`src/rtl/dvg_frame_sequencer_pkg.sv`:
```
// Shared definitions for the DVG frame sequencer: FSM state encoding and
// the default frame / watchdog timing used by the top level and sub-modules.
package dvg_frame_sequencer_pkg;

  // 1.5 MHz state clock divided down to a 60 Hz frame rate
  localparam int FRAME_DIV_DEFAULT   = 25000;
  // Longest time a vector program may run before it is forcibly aborted
  localparam int WDOG_CYCLES_DEFAULT = 20000;
  // Counter width; must hold FRAME_DIV-1 and WDOG_CYCLES-1
  localparam int CTR_W_DEFAULT       = 16;

  typedef enum logic [2:0] {
    ST_IDLE  = 3'd0,
    ST_START = 3'd1,
    ST_DRAW  = 3'd2,
    ST_DONE  = 3'd3,
    ST_ABORT = 3'd4
  } state_t;

endpackage

```
`src/rtl/dvg_frame_sequencer_if.sv`:
```
// Control/status bundle between the host/power-on logic and the frame
// sequencer. The master side drives the requests, the slave side is the
// sequencer itself.
interface dvg_frame_sequencer_if;
  import dvg_frame_sequencer_pkg::*;

  logic enable;
  logic halt_in;
  logic host_swap_req;
  logic clear_status;

  logic dmago;
  logic dvg_abort;
  logic draw_bank;
  logic host_bank;
  logic host_swap_ack;
  logic busy;
  logic frame_tick;
  logic overrun;
  logic timeout;

  modport master (
    output enable, halt_in, host_swap_req, clear_status,
    input  dmago, dvg_abort, draw_bank, host_bank, host_swap_ack,
           busy, frame_tick, overrun, timeout
  );

  modport slave (
    input  enable, halt_in, host_swap_req, clear_status,
    output dmago, dvg_abort, draw_bank, host_bank, host_swap_ack,
           busy, frame_tick, overrun, timeout
  );

endinterface

```
`src/rtl/dvg_frame_sequencer_frame_divider.sv`:
```
// Free-running modulo-FRAME_DIV counter. frame_tick is a registered
// one-cycle pulse in the cycle after the counter holds FRAME_DIV-1, so the
// first tick arrives FRAME_DIV cycles after reset is released.
module dvg_frame_sequencer_frame_divider
  import dvg_frame_sequencer_pkg::*;
#(
  parameter int FRAME_DIV = FRAME_DIV_DEFAULT,
  parameter int CTR_W     = CTR_W_DEFAULT
) (
  input  logic clk,
  input  logic reset,
  output logic frame_tick
);

  localparam logic [CTR_W-1:0] LAST = CTR_W'(FRAME_DIV - 1);

  logic [CTR_W-1:0] count;

  // Count 0..FRAME_DIV-1 and flag the wrap one cycle later
  always_ff @(posedge clk) begin
    if (reset) begin
      count      <= '0;
      frame_tick <= 1'b0;
    end else begin
      frame_tick <= (count == LAST);
      if (count == LAST) begin
        count <= '0;
      end else begin
        count <= count + CTR_W'(1);
      end
    end
  end

endmodule

```
`src/rtl/dvg_frame_sequencer.sv`:
```
// Frame-level controller for the vector generator. Starts the vector program
// once per frame, waits for HALT or a watchdog expiry, and owns the
// double-buffered vector RAM bank select, swapping banks only between frames.
module dvg_frame_sequencer
  import dvg_frame_sequencer_pkg::*;
#(
  parameter int FRAME_DIV   = FRAME_DIV_DEFAULT,
  parameter int WDOG_CYCLES = WDOG_CYCLES_DEFAULT,
  parameter int CTR_W       = CTR_W_DEFAULT
) (
  input logic                  clk,
  input logic                  reset,
  dvg_frame_sequencer_if.slave bus
);

  localparam logic [CTR_W-1:0] WDOG_LAST = CTR_W'(WDOG_CYCLES - 1);

  state_t           state;
  state_t           next_state;
  logic [CTR_W-1:0] wdog;
  logic             frame_tick;
  logic             draw_bank;
  logic             swap_pending;
  logic             swap_ack;
  logic             overrun;
  logic             timeout;
  logic             dmago;
  logic             dvg_abort;
  logic             busy;
  logic             swap_now;

  dvg_frame_sequencer_frame_divider #(
    .FRAME_DIV (FRAME_DIV),
    .CTR_W     (CTR_W)
  ) u_frame_divider (
    .clk        (clk),
    .reset      (reset),
    .frame_tick (frame_tick)
  );

  // State register; reset abandons any frame in progress without an abort pulse
  always_ff @(posedge clk) begin
    if (reset) begin
      state <= ST_IDLE;
    end else begin
      state <= next_state;
    end
  end

  // Next-state and Moore outputs decoded from the current state
  always_comb begin
    next_state = state;
    dmago      = 1'b0;
    dvg_abort  = 1'b0;
    busy       = 1'b0;
    case (state)
      ST_IDLE: begin
        if (frame_tick && bus.enable) begin
          next_state = ST_START;
        end
      end
      ST_START: begin
        dmago      = 1'b1;
        busy       = 1'b1;
        next_state = ST_DRAW;
      end
      ST_DRAW: begin
        busy = 1'b1;
        if (bus.halt_in) begin
          next_state = ST_DONE;
        end else if (wdog == WDOG_LAST) begin
          next_state = ST_ABORT;
        end
      end
      ST_ABORT: begin
        dvg_abort  = 1'b1;
        next_state = ST_IDLE;
      end
      ST_DONE: begin
        next_state = ST_IDLE;
      end
      default: begin
        next_state = ST_IDLE;
      end
    endcase
  end

  // Watchdog counts DRAW cycles; START rearms it for the new frame
  always_ff @(posedge clk) begin
    if (reset) begin
      wdog <= '0;
    end else if (state == ST_START) begin
      wdog <= '0;
    end else if (state == ST_DRAW) begin
      wdog <= wdog + CTR_W'(1);
    end
  end

  // A swap is taken only at a clean frame end, never after an abort
  assign swap_now = (state == ST_DONE) && (swap_pending || bus.host_swap_req);

  // Bank select and swap bookkeeping; repeated requests collapse into one swap
  always_ff @(posedge clk) begin
    if (reset) begin
      draw_bank    <= 1'b0;
      swap_pending <= 1'b0;
      swap_ack     <= 1'b0;
    end else begin
      swap_ack <= 1'b0;
      if (swap_now) begin
        draw_bank    <= ~draw_bank;
        swap_pending <= 1'b0;
        swap_ack     <= 1'b1;
      end else if (bus.host_swap_req) begin
        swap_pending <= 1'b1;
      end
    end
  end

  // Sticky error flags; a new error in the same cycle as clear_status wins
  always_ff @(posedge clk) begin
    if (reset) begin
      overrun <= 1'b0;
      timeout <= 1'b0;
    end else begin
      if (frame_tick && busy) begin
        overrun <= 1'b1;
      end else if (bus.clear_status) begin
        overrun <= 1'b0;
      end
      if (state == ST_ABORT) begin
        timeout <= 1'b1;
      end else if (bus.clear_status) begin
        timeout <= 1'b0;
      end
    end
  end

  assign bus.dmago         = dmago;
  assign bus.dvg_abort     = dvg_abort;
  assign bus.busy          = busy;
  assign bus.frame_tick    = frame_tick;
  assign bus.draw_bank     = draw_bank;
  assign bus.host_bank     = ~draw_bank;
  assign bus.host_swap_ack = swap_ack;
  assign bus.overrun       = overrun;
  assign bus.timeout       = timeout;

endmodule

```
`src/flat_wrapper.sv`:
```
// flat-port wrapper written by rule: the top's interface ports become plain ports
module dvg_frame_sequencer_flat import dvg_frame_sequencer_pkg::*;
#(
  parameter int FRAME_DIV   = FRAME_DIV_DEFAULT,
  parameter int WDOG_CYCLES = WDOG_CYCLES_DEFAULT,
  parameter int CTR_W       = CTR_W_DEFAULT
)
  (clk, reset, bus_enable, bus_halt_in, bus_host_swap_req, bus_clear_status, bus_dmago, bus_dvg_abort, bus_draw_bank, bus_host_bank, bus_host_swap_ack, bus_busy, bus_frame_tick, bus_overrun, bus_timeout);
  dvg_frame_sequencer_if bus_i ();
  input logic clk;
  input logic reset;
  input wire logic [$bits(bus_i.enable)-1:0] bus_enable;
  input wire logic [$bits(bus_i.halt_in)-1:0] bus_halt_in;
  input wire logic [$bits(bus_i.host_swap_req)-1:0] bus_host_swap_req;
  input wire logic [$bits(bus_i.clear_status)-1:0] bus_clear_status;
  output wire logic [$bits(bus_i.dmago)-1:0] bus_dmago;
  output wire logic [$bits(bus_i.dvg_abort)-1:0] bus_dvg_abort;
  output wire logic [$bits(bus_i.draw_bank)-1:0] bus_draw_bank;
  output wire logic [$bits(bus_i.host_bank)-1:0] bus_host_bank;
  output wire logic [$bits(bus_i.host_swap_ack)-1:0] bus_host_swap_ack;
  output wire logic [$bits(bus_i.busy)-1:0] bus_busy;
  output wire logic [$bits(bus_i.frame_tick)-1:0] bus_frame_tick;
  output wire logic [$bits(bus_i.overrun)-1:0] bus_overrun;
  output wire logic [$bits(bus_i.timeout)-1:0] bus_timeout;
  assign bus_i.enable = bus_enable;
  assign bus_i.halt_in = bus_halt_in;
  assign bus_i.host_swap_req = bus_host_swap_req;
  assign bus_i.clear_status = bus_clear_status;
  assign bus_dmago = bus_i.dmago;
  assign bus_dvg_abort = bus_i.dvg_abort;
  assign bus_draw_bank = bus_i.draw_bank;
  assign bus_host_bank = bus_i.host_bank;
  assign bus_host_swap_ack = bus_i.host_swap_ack;
  assign bus_busy = bus_i.busy;
  assign bus_frame_tick = bus_i.frame_tick;
  assign bus_overrun = bus_i.overrun;
  assign bus_timeout = bus_i.timeout;
  dvg_frame_sequencer #(.FRAME_DIV(FRAME_DIV), .WDOG_CYCLES(WDOG_CYCLES), .CTR_W(CTR_W)) u_core (.clk(clk), .reset(reset), .bus(bus_i));
endmodule
```
`config.mk`:
```
export PLATFORM = sky130hd
export DESIGN_NAME = dvg_frame_sequencer_flat
export DESIGN_NICKNAME = d
export VERILOG_FILES = /design/src/rtl/dvg_frame_sequencer_pkg.sv /design/src/rtl/dvg_frame_sequencer_if.sv /design/src/rtl/dvg_frame_sequencer_frame_divider.sv /design/src/rtl/dvg_frame_sequencer.sv /design/src/flat_wrapper.sv
export SDC_FILE = /design/constraint.sdc
export NUM_CORES = 1
export LEC_CHECK = 0
export ABC_AREA = 1
export CORE_ASPECT_RATIO = 2
export CORE_UTILIZATION = 62
export DETAILED_ROUTE_END_ITERATION = 16
export PLACE_DENSITY = 0.93
export SYNTH_ARGS = -nofsm -noshare
export SYNTH_HDL_FRONTEND = slang
export SYNTH_SLANG_ARGS = --single-unit
```
`constraint.sdc`:
```
create_clock -name clk -period 1.9 [get_ports clk]
set_input_delay 0.38 -clock clk [delete_from_list [all_inputs] [get_ports clk]]
set_output_delay 0.38 -clock clk [all_outputs]
set_load 0.05 [all_outputs]
```
==> flow_metrics.tcl, run 1 <==
set metrics [dict create \
    routedWlPerCell_microns 13.2 \
    dpl.cell_count 352 \
    yosysTopAreaCell "dfxtp_1" \
    n_antenna_cell 0 \
    leakage_nw 0.903 \
    numPortBuffers 14 \
    final_nets 336 \
    grt_pass1_vias 2012 \
    pre_cts_ws_ns 0.361 \
    cts_max_level 2 \
    grt.total_usage_pct 28.6 \
    cp_top_family "buffers and inverters" \
    finalMaxSlewViolations 0 \
    cts_buffers 5 \
    path_buf_inv 1 \
    ys.flop_type "dfxtp_1" \
    critPathKind "reg -> out" \
    drt_iter0_drc 60 \
    max_freq_ghz 0.531 \
    clockPowerShare_pct 26.7 \
    clock_skew_ns 0.00733 \
    synthCells 308 \
    synth.avg_cell_area_sq_um 6.72 \
    status "finished clean" \
    setup_ws_ns 0.0162 \
    die_y_microns 83.7 \
    clk_path_buf_depth 2 \
    power_density_nw_per_um2 885 \
    area_growth_syn_to_layout_pct 14.1 \
    clk_pin_slew_worst_paths_ns 0.08 \
    syn_nets 316 \
    synth-seq-cells 41 \
    finalHoldViolations 0 \
    overflow 0 \
    synth_edf_count 0 \
    coreArea_sq_um 3160 \
    dr.pass1.iters 4 \
    grt_max_degree 17 \
    synth_top_cell_area_share_pct 39.7 \
    netSwitchingFraction_pct 34.3 \
    instances_no_fill 360 \
    seq_power_share_pct 45.9 \
    p_int_mw 1.37 \
    syn_area_sq_um 2070 \
    relSlewSlack_pct 65.8 \
    dpl_cell_area_sq_um 2270 \
    cap_viol_max_count 0 \
    comb_power_share_pct 27.4 \
    cts_root_buf "clkbuf_8" \
    critPathMaxStageDelay_ns 0.83 \
    arrival_ns 1.50 \
    gp_congestion 0.878 \
    die_x_microns 42.8 \
    min_period_ns 1.88 \
    vias 1943 \
    ctsHoldBuffers 0 \
    start_util_pct 65.5 \
    fp-row-count 29 \
    grt_pass1_wl_mm 7.91 \
    dpl.hpwl_mm 3.56 \
    io_pins 15 \
    ys_seq_area_share_pct 39.7 \
    peakVddDrop_v 0.000861 \
    cts.repair.resized 0 \
    crit_slowest_cell "clkdlybuf4s50_1" \
    vias_per_cell 5.40 \
    drive_gt1_share_pct 8.21 \
    antenna_found_initial 0 \
    drcViolationCount 0 \
    synth_area_leaders "dfxtp_1 (40%), nand2_1 (13%), nor2_1 (9.3%)" \
    min_period_over_period_pct 99.1 \
    worst_pin_slew_ns 0.511 \
    cts_tree "yes" \
    critPathMaxFanout 3 \
    design_area_sq_um 2360 \
    switchingPower_uw 716 \
    worstHoldPathType "reg -> reg" \
    crit_path_start_kind "flip-flop" \
    dieArea_sq_um 3580 \
    post_cts_buffers 0 \
    setup_viol 0 \
    critPathRequiredTime_ns 1.52 \
    synth.yosys.warnings 0 \
    path_cells "clkdlybuf4s50_1" \
    clkLatencyLatePin_ns 0.30 \
    drt-total-wl_mm 4.75 \
    synth-async-reset-ratio_pct 0 \
    postRouteAntennaNets 0 \
    end_kind "primary output" \
    synth_cell_types 26 \
    cts_num_sinks 41 \
]
-- state kept, by name (all words and copies together) (netlist names) --
register	count
u_core.u_frame_divider.frame_tick	1
u_core.bus.timeout	1
u_core.wdog	16
u_core.bus.overrun	1
u_core.u_frame_divider.count	16
u_core.swap_pending	1
u_core.bus.draw_bank	1
u_core.state	3
u_core.bus.host_swap_ack	1
-- worst paths after layout --
check                                                                  start                                          end  slack, ns  cells past startpoint
worst max register to register    u_core.u_frame_divider.count[0]$_SDFF_PP0_  u_core.u_frame_divider.count[10]$_SDFF_PP0_       0.36                      6
worst min register to register    u_core.u_frame_divider.count[0]$_SDFF_PP0_   u_core.u_frame_divider.count[0]$_SDFF_PP0_       0.46                      1
worst max-delay path            u_core.u_frame_divider.frame_tick$_SDFF_PP0_                               bus_frame_tick       0.02                      1
worst min-delay path              u_core.u_frame_divider.count[0]$_SDFF_PP0_   u_core.u_frame_divider.count[0]$_SDFF_PP0_       0.46                      1
-- cell usage after synthesis, types with 4 or more instances --
library cell	count
nor2_1	51
a21oi_1	16
nor3_1	10
xor2_1	4
nand4_1	10
nand3_1	23
inv_1	45
o21ai_0	7
nand2_1	74
dfxtp_1	41
-- power groups by stage --
stage               logic [mW]  clock network [mW]  registers [mW]
floorplan                0.358                   0           0.982
global placement         0.561                   0           0.973
detailed placement       0.566                   0           0.976
CTS                      0.573               0.565           0.955
global route             0.611               0.594           0.966
finish                   0.573               0.557           0.958
-- layout by cell type, fill, tap and decap left out --
cell type / n
or2_2: 2
clkbuf_1: 1
xor2_1: 4
dlymetal6s2s_1: 1
nor2_4: 2
clkinv_2: 2
dfxtp_1: 40
nor3_4: 2
nand2_2: 2
clkdlybuf4s50_1: 10
o21ai_0: 7
nand2_1: 74
and2_1: 2
nor3_1: 9
nand3b_1: 2
ha_1: 2
nand3_1: 23
nand4_1: 10
nor2_2: 2
o21ai_1: 2
clkbuf_8: 5
nor2_1: 51
buf_4: 1
dfxtp_2: 1
inv_1: 45
nor3b_1: 1
nor4_1: 1
nand2_4: 2
a21oi_1: 16
inv_4: 1
a211oi_1: 1
nor3_2: 2
buf_12: 3
-- area by class of cell --
type / instances / area, sq um
clock inverter: 2 / 10.0
multi-input combinational: 219 / 1060
clock buffer: 6 / 72.6
sequential: 41 / 822
tap: 31 / 38.8
fill: 239 / 797
inverter: 46 / 175
timing repair buffer: 15 / 180
-- stage by stage --
step	TNS [ns]	total power [mW]	util, %	hold WS [ns]
after floorplan	0	1.34	-	0.417
after global placement	0	1.53	72.0	0.429
after detailed placement	0	1.54	72.0	0.436
after CTS	0	2.09	74.6	0.454
after global routing	-0.00870	2.17	74.8	0.471
final	0	2.09	74.8	0.458
-- cells by family after synthesis --
logic type | after synthesis | synth area share (%)
buffers and inverters | 48 | 9.56
adders and majority gates | 2 | 1.21
AOI/OAI and AO/OA | 26 | 6.41
DFF | 41 | 39.7
xor gates and xnor gates | 4 | 1.69
and+or+nand+nor | 187 | 41.4
-- per-layer routing --
| layer | vias to the layer above | share of wire, % | global-route usage [%] |
|---|---|---|---|
| met5 | - | 0 | 0 |
| met4 | 0 | 3.9 | 17.9 |
| met3 | 16 | 1.2 | 4.11 |
| met2 | 29 | 59 | 57.4 |
| met1 | 888 | 36 | 23.0 |
| li1 | 1010 | - | - |
Note: power is estimated with default switching activity, not from simulation.
==> run 2: changes to the inputs <==
==> constraint.sdc (replaced) <==
create_clock -name clk -period 1.9 [get_ports clk]
set_input_delay 0.285 -clock clk [delete_from_list [all_inputs] [get_ports clk]]
set_output_delay 0.285 -clock clk [all_outputs]
set_load 0.05 [all_outputs]
==> run 2 against run 1 <==
  * Hold slack about the same
  * Sequential power about the same
  * Register-to-register slack about the same
  * Core utilization up 0.95 points
  * Non-clock buffer count unchanged
  * First-iteration DRC count up 17%
  * Critical endpoint is now bus_host_bank
==> flow_metrics.tcl, run 2 (synthesis gave the netlist of run 1 again) <==
set metrics [dict create \
    status "finished clean" \
    rsz0062_at_grt "no" \
    die_y_microns 83.7 \
    drive_gt1_share_pct 7.90 \
    num-fill-cells 241 \
    cap_viol_max_count 0 \
    final_nets 336 \
    vias_per_cell 5.64 \
    leakage_nw 0.919 \
    reg2reg_depth 6 \
    worst_pin_slew_ns 0.524 \
    arrival_ns 1.52 \
    crit_path_start_kind "flip-flop" \
    cts_num_sinks 41 \
    finalHoldViolations 0 \
    clk_path_buf_depth 2 \
    power_density_nw_per_um2 980 \
    hold_start "u_core.u_frame_divider.count[0]$_SDFF_PP0_" \
    min_period_ns 1.80 \
    dr.pass1.iters 4 \
    rrSetupSlack_ns 0.35 \
    grt_pass1_wl_mm 8.26 \
    path_cells "inv_1, clkdlybuf4s50_1" \
    setup_viol 0 \
    drcViolationCount 0 \
    crit_slowest_cell "clkdlybuf4s50_1" \
    vias 2029 \
    cp_top_family "buffers and inverters" \
    n_antenna_cell 0 \
    hold-path-endpoint "u_core.u_frame_divider.count[0]$_SDFF_PP0_" \
    clkLatencyLatePin_ns 0.30 \
    gp_congestion 0.987 \
    area_growth_syn_to_layout_pct 15.5 \
    ctsHoldBuffers 0 \
    coreArea_sq_um 3160 \
    grt.total_usage_pct 30.5 \
    die_x_microns 42.8 \
    numPortBuffers 14 \
    antenna_found_initial 0 \
    clk_pin_slew_worst_paths_ns 0.08 \
    seq_power_share_pct 40.9 \
    layout_common_cells "nand2_1 (74), nor2_1 (51), inv_1 (45)" \
    overflow 0 \
    path_buf_inv 2 \
    fp-row-count 29 \
    reg2reg_to "u_core.u_frame_divider.count[10]$_SDFF_PP0_" \
    cts_buffers 5 \
    final_common_cell "nand2_1" \
    finalMaxSlewViolations 0 \
    tns_ns 0 \
    hold_depth 1 \
    critPathKind "reg -> out" \
    grt_max_degree 17 \
    cts.repair.resized 0 \
    min_period_over_period_pct 94.8 \
    cts_tree "yes" \
    io_pins 15 \
    whs_ns 0.459 \
    max_freq_ghz 0.555 \
    reg.largest.list "u_core.u_frame_divider.count: 16 flops, u_core.wdog: 16 flops, u_core.state: 3 flops" \
    end_kind "primary output" \
    clock_skew_ns 0.00672 \
    critPathMaxStageDelay_ns 0.80 \
    start_util_pct 65.5 \
    drt_iter0_drc 70 \
    dpl.hpwl_mm 3.82 \
    drt-total-wl_mm 5.08 \
    netSwitchingFraction_pct 31.0 \
    routedWlPerCell_microns 14.1 \
    switchingPower_uw 726 \
    peakVddDrop_v 0.000807 \
    postRouteAntennaNets 0 \
    p_int_mw 1.62 \
    worstHoldPathType "reg -> reg" \
    relSlewSlack_pct 64.9 \
    cts_root_buf "clkbuf_8" \
    comb_power_share_pct 23.5 \
    dieArea_sq_um 3580 \
    cts_max_level 2 \
    critPathRequiredTime_ns 1.62 \
    post_cts_buffers 0 \
    critPathMaxFanout 3 \
    clockPowerShare_pct 35.6 \
    worstReg2RegStart "u_core.u_frame_divider.count[0]$_SDFF_PP0_" \
    grt_pass1_vias 2013 \
]
-- run 2: layout make-up --
type	instances	area, sq um	area share (%)
multi-input cells	219	1060	44.2
flip-flops and latches	41	821	34.3
inverters	46	175	7.33
repair buffers	15	165	6.91
clock buffers	5	68.8	2.88
clock inverters	3	65.1	2.72
well taps	31	38.8	1.62
-- run 2: worst register-to-register path: stages (launching register included) --
cell and delay, ns:
dfxtp_1 0.36, ha_1 0.19, nand2_1 0.10, nor2_1 0.35
nand2_1 0.16, o21ai_0 0.19, a21oi_1 0.09
-- run 2: how the worst max path moves through the flow --
stage                                          startpoint                                           to  slack, ns  cells past startpoint
6_report                u_core.bus.draw_bank$_SDFFE_PP0P_                                bus_host_bank        0.1                      2
5_1_grt                 u_core.bus.draw_bank$_SDFFE_PP0P_                                bus_host_bank       0.06                      2
4_1_cts                 u_core.bus.draw_bank$_SDFFE_PP0P_                                bus_host_bank        0.1                      2
3_5_place_dp   u_core.u_frame_divider.count[0]$_SDFF_PP0_  u_core.u_frame_divider.count[10]$_SDFF_PP0_       0.36                      6
3_3_place_gp                                        reset                  u_core.wdog[0]$_SDFFE_PP0N_       0.46                      6
2_1_floorplan                u_core.state[2]$_SDFFE_PP0P_                                bus_dvg_abort       0.03                      2
-- run 2: metrics by stage --
stage	total power [mW]	std cells	setup WS [ns]	util, %	area [sq um]
floorplan	1.34	308	0.0296	-	2070
global placement	1.50	352	0.459	71.5	2260
detailed placement	1.51	352	0.359	71.5	2260
CTS	2.35	360	0.0983	75.7	2390
global route	2.42	360	0.0594	75.7	2390
finish	2.34	360	0.0993	75.7	2390
-- run 2: power groups by stage --
stage	logic, mW	registers [mW]	clock network [mW]
global route	0.594	0.961	0.869
global placement	0.534	0.968	0
CTS	0.555	0.955	0.839
finish	0.552	0.958	0.833
floorplan	0.356	0.980	0
detailed placement	0.542	0.973	0
-- run 2: per-layer routing --
layer / part of all wire, % / GRT usage [%] / wire length [microns] / up-vias
met4: 5.8 / 22.7 / 293 / 0
met1: 32 / 22.8 / 1640 / 946
met2: 60 / 61.3 / 3050 / 41
met5: 0 / 0 / 0 / -
li1: - / - / - / 1019
met3: 1.9 / 4.33 / 96 / 23
